**config.mk**
```make
export PLATFORM = sky130hd
export DESIGN_NAME = tick_bcd_level_counter_flat
export DESIGN_NICKNAME = d
export VERILOG_FILES = /design/src/rtl/tick_bcd_level_counter_pkg.sv /design/src/rtl/tick_bcd_level_counter_if.sv /design/src/rtl/tick_bcd_level_counter_bcd_digit.sv /design/src/rtl/tick_bcd_level_counter.sv /design/src/flat_wrapper.sv
export SDC_FILE = /design/constraint.sdc
export NUM_CORES = 1
export LEC_CHECK = 0
export BUFFER_PORTS_ARGS = -buffer_cell sky130_fd_sc_hd__buf_2
export CAP_MARGIN = 15
export CORE_AREA = 4 4 77 79
export DETAILED_ROUTE_END_ITERATION = 10
export DIE_AREA = 0 0 81 83
export HOLD_SLACK_MARGIN = 0.12
export PLACE_DENSITY = 0.71
export SYNTH_ARGS = -nofsm -noshare
export SYNTH_HDL_FRONTEND = slang
export SYNTH_SLANG_ARGS = --single-unit
```
**constraint.sdc**
```tcl
create_clock -name Clk -period 3 [get_ports Clk]
set_input_delay 0.45 -clock Clk [delete_from_list [all_inputs] [get_ports Clk]]
set_output_delay 0.45 -clock Clk [all_outputs]
set_load 0.03 [all_outputs]
```
**src/rtl/tick_bcd_level_counter_pkg.sv**
```systemverilog
// Shared types and defaults for the tick-driven BCD counter with level tracking.
package tick_bcd_level_counter_pkg;

  typedef logic [3:0] bcdDigit_t;

  typedef enum logic [1:0] {
    RUN   = 2'd0,
    PAUSE = 2'd1,
    DONE  = 2'd2
  } state_t;

  localparam int LEVEL_STEP_DEF = 10;
  localparam int MAX_LEVEL_DEF  = 10;
  localparam int STEP_W         = 14;

  // Saturating guard (>=) keeps a digit legal even if it ever held 0xA-0xF.
  function automatic bcdDigit_t bcdInc(input bcdDigit_t d);
    return (d >= 4'd9) ? 4'd0 : d + 4'd1;
  endfunction

endpackage

```
**src/rtl/tick_bcd_level_counter_if.sv**
```systemverilog
// Control inputs and registered status outputs of the BCD level counter.
interface tick_bcd_level_counter_if;

  logic        TickIn;
  logic        Enable;
  logic        Clear;
  logic [15:0] Digits;
  logic [3:0]  Level;
  logic        Wrap;
  logic        Done;

  modport master (
    output TickIn, Enable, Clear,
    input  Digits, Level, Wrap, Done
  );

  modport slave (
    input  TickIn, Enable, Clear,
    output Digits, Level, Wrap, Done
  );

endinterface

```
**src/rtl/tick_bcd_level_counter_bcd_digit.sv**
```systemverilog
// One decade of the BCD chain; carry_out is combinational so the whole chain
// settles within the cycle of the counted tick.
module bcd_digit
  import tick_bcd_level_counter_pkg::*;
(
  input  logic      Clk,
  input  logic      Rst,
  input  logic      inc,
  input  logic      clr,
  output bcdDigit_t value,
  output logic      carry_out
);

  always_ff @(posedge Clk or negedge Rst) begin
    if (!Rst) begin
      value <= '0;
    end else if (clr) begin
      value <= '0;
    end else if (inc) begin
      value <= bcdInc(value);
    end
  end

  assign carry_out = inc && (value == 4'd9);

endmodule

```
**src/rtl/tick_bcd_level_counter.sv**
```systemverilog
// Counts rising edges of TickIn as a 4-digit BCD value and raises Level every
// LEVEL_STEP counted ticks; optionally halts in DONE on the 9999->0000 rollover.
//
// state | meaning
// RUN   | rising TickIn edges are counted
// PAUSE | Enable low, ticks ignored (also the state after reset)
// DONE  | rollover seen with STOP_AT_WRAP set; only Clear or reset leave it
module tick_bcd_level_counter
  import tick_bcd_level_counter_pkg::*;
#(
  parameter int LEVEL_STEP   = LEVEL_STEP_DEF,
  parameter int MAX_LEVEL    = MAX_LEVEL_DEF,
  parameter bit STOP_AT_WRAP = 1'b0
) (
  input logic                      Clk,
  input logic                      Rst,
  tick_bcd_level_counter_if.slave  bus
);

  localparam logic [STEP_W-1:0] STEP_LAST = STEP_W'(LEVEL_STEP - 1);
  localparam logic [3:0]        LEVEL_SAT = 4'(MAX_LEVEL);

  state_t              state;
  logic                tickPrev;
  logic                tickEvent;
  logic                countTick;
  logic [STEP_W-1:0]   stepCnt;
  logic [4:0]          carry;
  bcdDigit_t [3:0]     digitVal;

  // TickIn is sampled as data; its edge register runs unconditionally.
  always_ff @(posedge Clk or negedge Rst) begin
    if (!Rst) begin
      tickPrev <= 1'b0;
    end else begin
      tickPrev <= bus.TickIn;
    end
  end

  assign tickEvent = bus.TickIn && !tickPrev;
  assign countTick = tickEvent && (state == RUN) && !bus.Clear;
  assign carry[0]  = countTick;

  generate
    for (genvar g = 0; g < 4; g++) begin : gDigit
      bcd_digit uDigit (
        .Clk       (Clk),
        .Rst       (Rst),
        .inc       (carry[g]),
        .clr       (bus.Clear),
        .value     (digitVal[g]),
        .carry_out (carry[g+1])
      );
    end
  endgenerate

  assign bus.Digits = digitVal;

  always_ff @(posedge Clk or negedge Rst) begin
    if (!Rst) begin
      state     <= PAUSE;
      stepCnt   <= '0;
      bus.Level <= '0;
      bus.Wrap  <= 1'b0;
      bus.Done  <= 1'b0;
    end else if (bus.Clear) begin
      state     <= bus.Enable ? RUN : PAUSE;
      stepCnt   <= '0;
      bus.Level <= '0;
      bus.Wrap  <= 1'b0;
      bus.Done  <= 1'b0;
    end else begin
      bus.Wrap <= carry[4];

      // Step counter keeps cycling once Level has saturated.
      if (countTick) begin
        if (stepCnt == STEP_LAST) begin
          stepCnt <= '0;
          if (bus.Level < LEVEL_SAT) begin
            bus.Level <= bus.Level + 4'd1;
          end
        end else begin
          stepCnt <= stepCnt + 1'b1;
        end
      end

      unique case (state)
        RUN: begin
          if (carry[4] && STOP_AT_WRAP) begin
            state    <= DONE;
            bus.Done <= 1'b1;
          end else if (!bus.Enable) begin
            state <= PAUSE;
          end
        end
        PAUSE: begin
          if (bus.Enable) begin
            state <= RUN;
          end
        end
        DONE: begin
          state <= DONE;
        end
        default: begin
          state <= PAUSE;
        end
      endcase
    end
  end

endmodule

```
**src/flat_wrapper.sv**
```systemverilog
// flat-port wrapper written by rule: the top's interface ports become plain ports
module tick_bcd_level_counter_flat import tick_bcd_level_counter_pkg::*;
#(
  parameter int LEVEL_STEP   = LEVEL_STEP_DEF,
  parameter int MAX_LEVEL    = MAX_LEVEL_DEF,
  parameter bit STOP_AT_WRAP = 1'b0
)
  (Clk, Rst, bus_TickIn, bus_Enable, bus_Clear, bus_Digits, bus_Level, bus_Wrap, bus_Done);
  tick_bcd_level_counter_if bus_i ();
  input logic Clk;
  input logic Rst;
  input wire logic [$bits(bus_i.TickIn)-1:0] bus_TickIn;
  input wire logic [$bits(bus_i.Enable)-1:0] bus_Enable;
  input wire logic [$bits(bus_i.Clear)-1:0] bus_Clear;
  output wire logic [$bits(bus_i.Digits)-1:0] bus_Digits;
  output wire logic [$bits(bus_i.Level)-1:0] bus_Level;
  output wire logic [$bits(bus_i.Wrap)-1:0] bus_Wrap;
  output wire logic [$bits(bus_i.Done)-1:0] bus_Done;
  assign bus_i.TickIn = bus_TickIn;
  assign bus_i.Enable = bus_Enable;
  assign bus_i.Clear = bus_Clear;
  assign bus_Digits = bus_i.Digits;
  assign bus_Level = bus_i.Level;
  assign bus_Wrap = bus_i.Wrap;
  assign bus_Done = bus_i.Done;
  tick_bcd_level_counter #(.LEVEL_STEP(LEVEL_STEP), .MAX_LEVEL(MAX_LEVEL), .STOP_AT_WRAP(STOP_AT_WRAP)) u_core (.Clk(Clk), .Rst(Rst), .bus(bus_i));
endmodule
```
==> impl_metrics.csv, run 1 <==
group,metric,value,unit
outcome,outcome,"finished clean",
cts,clock_path_buffers,2,
floorplanning,initial_core_util,43.1,%
finish,multiInputGateArea,1250,sq um
cts,cts_root_buf,"clkbuf_8",
yosys,ys_ff_latch,38,
power_and_ir_drop,irDropWorstVdd,0.000242,V
floorplanning,die_h,83,um
place,port_buffers,25,
floorplanning,num_rows,27,
power_and_ir_drop,power_switching,0.000234,W
finish,diodes,0,
floorplanning,core-area,5340,sq um
yosys,synthXorXnorAreaFrac,3.42,%
global_routing,grt_pass1_vias,1801,
drt,totalWireLength,4.65,mm
place,gp_congestion,0.852,
yosys,synthAdderAreaFrac,9.78,%
finish,fillers,531,
cts,cts_buffers,5,
global_routing,overflow,0,
place,dpl_cell_area,2480,sq um
drt,viasPerCell,5.46,
sta,max_freq,468,MHz
global_routing,antenna_found_initial,0,
flow_run,drv_cap,0,
drt,drcViolationCount,0,
drt,drt-pass1-iter-count,4,
drt,vias,1839,
yosys,muxShareOfSynthArea,1.74,%
setup_path,crit_path_end_kind,"flip-flop",
yosys,ys_top_cells_by_count,"dfrtp_1 (37), nor2_1 (19), ha_1 (18)",
cts,cts_resized,0,
sta,setup_tns,0,ns
yosys,synthArstFlopShare,100,%
sta,worst_pin_slew,0.846,ns
drt,wl_per_cell,13.8,um
finish,layout-drive-gt1-share,15.8,%
drt,ant_nets,0,
setup_path,critPathMaxFanout,13,
drt,drtIter0Drc,52,
power_and_ir_drop,p_seq_share,56.1,%
yosys,synth_top_area_share,40.2,%
power_and_ir_drop,swShare,25.1,%
cts,clk_latency,0.30,ns
yosys,postSynthCellCount,241,
finish,ff_latch_area,952,sq um
global_routing,grt_pass1_wl,8.04,mm
power_and_ir_drop,cellInternalPower,0.000700,W
global_routing,grt_start_max_net_pins,39,
yosys,synth_compound_area_share,15.3,%
sta,finalClockSkew,0.00914,ns
cts,postCtsSetupRepairBufs,0,
global_routing,globalRouteTotalUtil,14.8,%
yosys,synthFlopType,"dfrtp_1",
power_and_ir_drop,clkPwrFrac,36.2,%
yosys,synth_cell_type_count,50,
power_and_ir_drop,p_comb_share,7.7,%
finish,stdcell_area,2560,sq um
floorplanning,io_pins,27,
setup_path,criticalPathCategory,"flip-flop to flip-flop",
sta,setup_violations,0,
setup_path,worstSetupStartpointType,"flip-flop",
finish,area_delta_synth_final,11.2,%
floorplanning,die_area,6720,sq um
yosys,synth_top_family_by_area,"simple AND/OR/NAND/NOR gates",
finish,layout.nets,287,
yosys,syn_nets,264,
drt,top_layer,"met4",
yosys,synth_area_leaders,"dfrtp_1 (40%), ha_1 (9.8%), nor2_1 (3.1%), o21ai_0 (3.0%), xor2_1 (3.0%)",
hold_path,min-delay-path-class,"input pin to async pin",
yosys,yosys.cell_count.top_type,"dfrtp_1",
cts,clkSinkCount,38,
sta,whs,0.254,ns
sta,finalCriticalPeriod,2.14,ns
setup_path,path_buf_inv,1,
sta,slew_headroom,43.6,%
power_and_ir_drop,power_leakage,1.15,nW
yosys,synth.cell_area,2300,sq um
sta,grt_setup_unrepaired,"no",
yosys,avgSynthCellArea,9.55,sq um
setup_path,crit_family,"simple AND/OR/NAND/NOR gates",
drt,drt-met1-wl,2.21,mm
drt,wl_met3,176,um
floorplanning,dieWidth,81,um
yosys,synth.largest_area_cell,"dfrtp_1",
yosys,synth-edff-count,0,
setup_path,slowest_stage,"or4_1",
cts,holdBufCountCts,0,
sta,finalHoldViolations,0,
yosys,synth-seq-area-share,41.4,%
setup_path,critical-path-max-stage-delay,0.60,ns
setup_path,path_cells,"inv_1 -> ha_1 -> nor3b_1 -> nand4_1 -> or4_1 -> and3_1",
place,dpl.hpwl,3.26,mm
setup_path,critPathRequiredTime,3.19,ns
power_and_ir_drop,p_per_area,365,nW/um^2
sta,finalMaxSlewViolations,0,
yosys,yosys_warnings,0,
cts,path_clk_slew,0.08,ns
sta,fin_crit_sh,71.3,%
cts,tritoncts,"done",
drt,wl_met2,2.22,mm
setup_path,worstPathArrival,2.33,ns
cts,cts_max_level,2,
yosys,synth-simple-area-share,23.8,%
==> final timing paths <==
| path | from | endpoint | slack [ns] | cells after the start |
|---|---|---|---|---|
| worst max-delay path | u_core.stepCnt[1] | u_core.bus.Level[2] | 0.86 | 6 |
| worst min-delay path | Rst | u_core.gDigit[2].uDigit.value[2] | 0.25 | 1 |
| worst max register to register | u_core.stepCnt[1] | u_core.bus.Level[2] | 0.86 | 6 |
| worst min register to register | u_core.stepCnt[13] | u_core.stepCnt[13] | 0.50 | 1 |
| max in group asynchronous | Rst | u_core.bus.Level[1] | 2.20 | 1 |
| min in group Clk | bus_TickIn | u_core.tickPrev | 0.35 | 1 |
==> power by group through the flow <==
stage	logic [W]	clock network, W	registers [W]
after global routing	0.0000821	0.000375	0.000525
after floorplan	0.0000461	0	0.000535
final	0.0000718	0.000338	0.000524
after global placement	0.0000716	0	0.000534
after CTS	0.0000734	0.000354	0.000524
after detailed placement	0.0000724	0	0.000534
==> registers in the layout, indices dropped and copies added (netlist names) <==
| name | flops |
|---|---|
| u_core.bus.Wrap | 1 |
| u_core.stepCnt | 14 |
| u_core.state | 2 |
| u_core.bus.Level | 4 |
| u_core.tickPrev | 1 |
| u_core.gDigit.uDigit.value | 16 |
==> worst register-to-register path: stages, from the launching register on <==
cell and delay, ns:
dfrtp_1 0.40, inv_1 0.09, ha_1 0.15, nor3b_1 0.19, nand4_1 0.44, or4_1 0.61
and3_1 0.17
==> cells by family after synthesis <==
group,after synthesis
flip-flops,38
XOR/XNOR,9
AND/OR/NAND/NOR,91
other,1
multiplexers,4
adder cells (fa/ha/maj),18
buffers and inverters,26
AO/OA/AOI/OAI,54
==> area by class of cell <==
cell class,count,share of cell area [%]
Inverter,17,2.49
Multi-Input combinational cell,177,48.7
Sequential cell,38,37.2
Timing Repair Buffer,25,4.89
Tap cell,72,3.52
Clock buffer,6,2.83
Clock inverter,2,0.391
==> layer usage <==
metal	track usage, %	vias to the layer above
met5	0	-
met4	3.69	0
met3	4.45	6
met2	23.5	26
met1	19.6	884
li1	-	923
==> cells in the final DEF, fill, tap and decap left out, types with 3 or more instances in the layout <==
cell	count
and3_1	7
o2111ai_1	4
a21oi_1	12
o22ai_1	3
inv_1	17
o31ai_1	4
nand4_1	4
nor3b_1	4
nand2_1	14
nand3b_1	6
nand3_1	13
ha_1	18
buf_2	25
o21ai_0	14
a31oi_1	4
nor2_1	19
clkbuf_8	5
mux2i_1	4
and4_1	4
dfrtp_1	37
xor2_1	8
==> per-stage QoR <==
| step | setup slack, ns | total power [W] | instances | util, % |
|---|---|---|---|---|
| after floorplan | 1.13 | 0.000581 | 241 | - |
| after global placement | 0.941 | 0.000605 | 329 | 46.4 |
| after CTS | 0.881 | 0.000951 | 337 | 48.0 |
| after global routing | 0.713 | 0.000982 | 337 | 48.0 |
| final | 0.862 | 0.000934 | 337 | 48.0 |
| after detailed placement | 0.904 | 0.000606 | 329 | 46.4 |
(Power assumes the default switching activity.)
==> run 2, diff against run 1 <==
Clock period 3 ns to 2.2 ns, I/O delays scaled along.
==> run 2 against run 1 <==
Compared with the run above:
- count of clock-buffer cells in the layout up 1
- cell count up 1.8%
- die area unchanged
- via count up 2.1%
- worst setup slack worse by 0.64 ns
- first-iteration DRC count up 54%
- global-route usage down 0.32 points
==> impl_metrics.csv, run 2 (synthesis gave the netlist of run 1 again) <==
group,metric,value,unit
outcome,outcome,"finished clean",
setup_path,crit_path_end_kind,"flip-flop",
setup_path,criticalPathCategory,"flip-flop to flip-flop",
sta,finalClockSkew,0.00629,ns
drt,viasPerCell,5.48,
finish,layout_commonest_cell,"dfrtp_1",
floorplanning,die_h,83,um
floorplanning,initial_core_util,43.1,%
cts,clk_latency,0.29,ns
setup_path,worstPathArrival,2.17,ns
drt,drcViolationCount,0,
setup_path,critical-path-max-stage-delay,0.52,ns
sta,finalMaxSlewViolations,0,
finish,final_cell_mix,"dfrtp_1 (37), buf_2 (25), nor2_1 (19), ha_1 (18), inv_1 (17)",
place,port_buffers,25,
place,dpl_cell_area,2520,sq um
cts,cts_resized,0,
sta,fin_crit_sh,90.0,%
cts,cts_root_buf,"clkbuf_8",
cts,tritoncts,"done",
global_routing,grt_start_max_net_pins,39,
cts,cts_max_level,2,
power_and_ir_drop,irDropWorstVdd,0.000240,V
finish,diodes,0,
cts,clock_path_buffers,2,
setup_path,r2r-start,"u_core.state[1]",
global_routing,antenna_found_initial,0,
setup_path,path_cells,"inv_1 -> ha_1 -> nand4bb_4 -> nor4_4 -> mux2i_1 -> a311oi_1",
finish,multiInputGateArea,1250,sq um
drt,wl_per_cell,13.6,um
cts,cts_buffers,5,
finish,stdcell_area,2620,sq um
cts,path_clk_slew,0.07,ns
setup_path,ff2ff_setup_slack,0.22,ns
setup_path,crit_family,"simple AND/OR/NAND/NOR gates",
drt,totalWireLength,4.65,mm
finish,regMostFlops,"u_core.gDigit.uDigit.value",
setup_path,r2r-end,"u_core.gDigit[3].uDigit.value[2]",
floorplanning,dieWidth,81,um
finish,largest_register_ffs,16,
drt,drt-pass1-iter-count,4,
global_routing,grt_pass1_vias,1758,
flow_run,drv_cap,0,
sta,setup_tns,0,ns
drt,vias,1878,
setup_path,critPathMaxFanout,8,
sta,worst_pin_slew,0.853,ns
hold_path,min-delay-path-class,"input pin to async pin",
drt,drtIter0Drc,80,
floorplanning,die_area,6720,sq um
global_routing,globalRouteTotalUtil,14.5,%
sta,setup_violations,0,
setup_path,path_buf_inv,1,
finish,ff_latch_area,952,sq um
floorplanning,core-area,5340,sq um
sta,slew_headroom,43.1,%
place,gp_congestion,0.816,
setup_path,slowest_stage,"nor4_4",
sta,grt_setup_unrepaired,"no",
global_routing,grt_pass1_wl,7.98,mm
cts,holdBufCountCts,0,
setup_path,critPathRequiredTime,2.39,ns
sta,final.setup.worst_slack,0.220,ns
sta,max_freq,505,MHz
power_and_ir_drop,power_leakage,1.18,nW
floorplanning,num_rows,27,
sta,finalCriticalPeriod,1.98,ns
finish,layout-drive-gt1-share,18.1,%
setup_path,worstSetupStartpointType,"flip-flop",
sta,finalHoldViolations,0,
finish,top_regs,"u_core.gDigit.uDigit.value x16, u_core.stepCnt x14, u_core.bus.Level x4",
global_routing,overflow,0,
place,place_ws,0.236,ns
finish,fillers,521,
floorplanning,io_pins,27,
cts,clkSinkCount,38,
setup_path,reg2reg_depth,6,
power_and_ir_drop,p_per_area,499,nW/um^2
finish,layout.nets,293,
drt,ant_nets,0,
cts,postCtsSetupRepairBufs,0,
sta,whs,0.149,ns
place,dpl.hpwl,3.37,mm
finish,area_delta_synth_final,13.7,%
run 2: changes by cell type in the layout (fill, tap and decap cells not counted), sizes merged:
cell / delta
clkinv: -1
buf: +6
clkbuf: +1
run 2: worst max path at each step:
| stage | cells past startpoint | from | end |
|---|---|---|---|
| floorplan | 5 | u_core.gDigit[0].uDigit.value[0] | u_core.gDigit[3].uDigit.value[3] |
| global placement | 6 | u_core.state[1] | u_core.gDigit[3].uDigit.value[3] |
| detailed placement | 6 | u_core.state[1] | u_core.gDigit[2].uDigit.value[2] |
| CTS | 6 | u_core.state[1] | u_core.gDigit[2].uDigit.value[2] |
| global route | 6 | u_core.state[1] | u_core.gDigit[3].uDigit.value[3] |
| finish | 6 | u_core.state[1] | u_core.gDigit[3].uDigit.value[2] |
run 2: layout make-up:
class	count	area share [%]
Multi-Input combinational cell	177	47.8
Sequential cell	38	36.4
Timing Repair Buffer	31	6.50
Tap cell	72	3.44
Clock buffer	7	3.30
Inverter	17	2.44
Clock inverter	1	0.191
run 2: worst reg2reg max path: cells and delay by family, from the launching register on:
kind / cells / cell delay, ns
buffers and inverters: 1 / 0.10
AOI/OAI and AO/OA: 1 / 0.25
and+or+nand+nor: 2 / 0.71
DFF: 1 / 0.38
adders and majority gates: 1 / 0.32
muxes: 1 / 0.14
run 2: where the power goes:
| part | switching, W | internal, W | leakage, nW |
|---|---|---|---|
| Combinational | 0.0000707 | 0.0000326 | 0.605 |
| Clock | 0.000236 | 0.000253 | 0.0482 |
| Sequential | 0.00000810 | 0.000707 | 0.525 |
run 2: metal layers:
layer / up-vias / wire (um) / global-route usage, %
li1: 929 / - / -
met1: 911 / 2200 / 19.7
met2: 34 / 2200 / 22.7
met3: 4 / 215 / 3.80
met4: 0 / 40 / 3.69
met5: - / 0 / 0
run 2: through the flow:
stage	total power (W)	util [%]	instances
6_report	0.00131	49.1	343
5_1_grt	0.00137	49.1	343
4_1_cts	0.00133	49.0	343
3_5_place_dp	0.000833	47.3	335
3_3_place_gp	0.000830	47.3	335
2_1_floorplan	0.000792	-	241
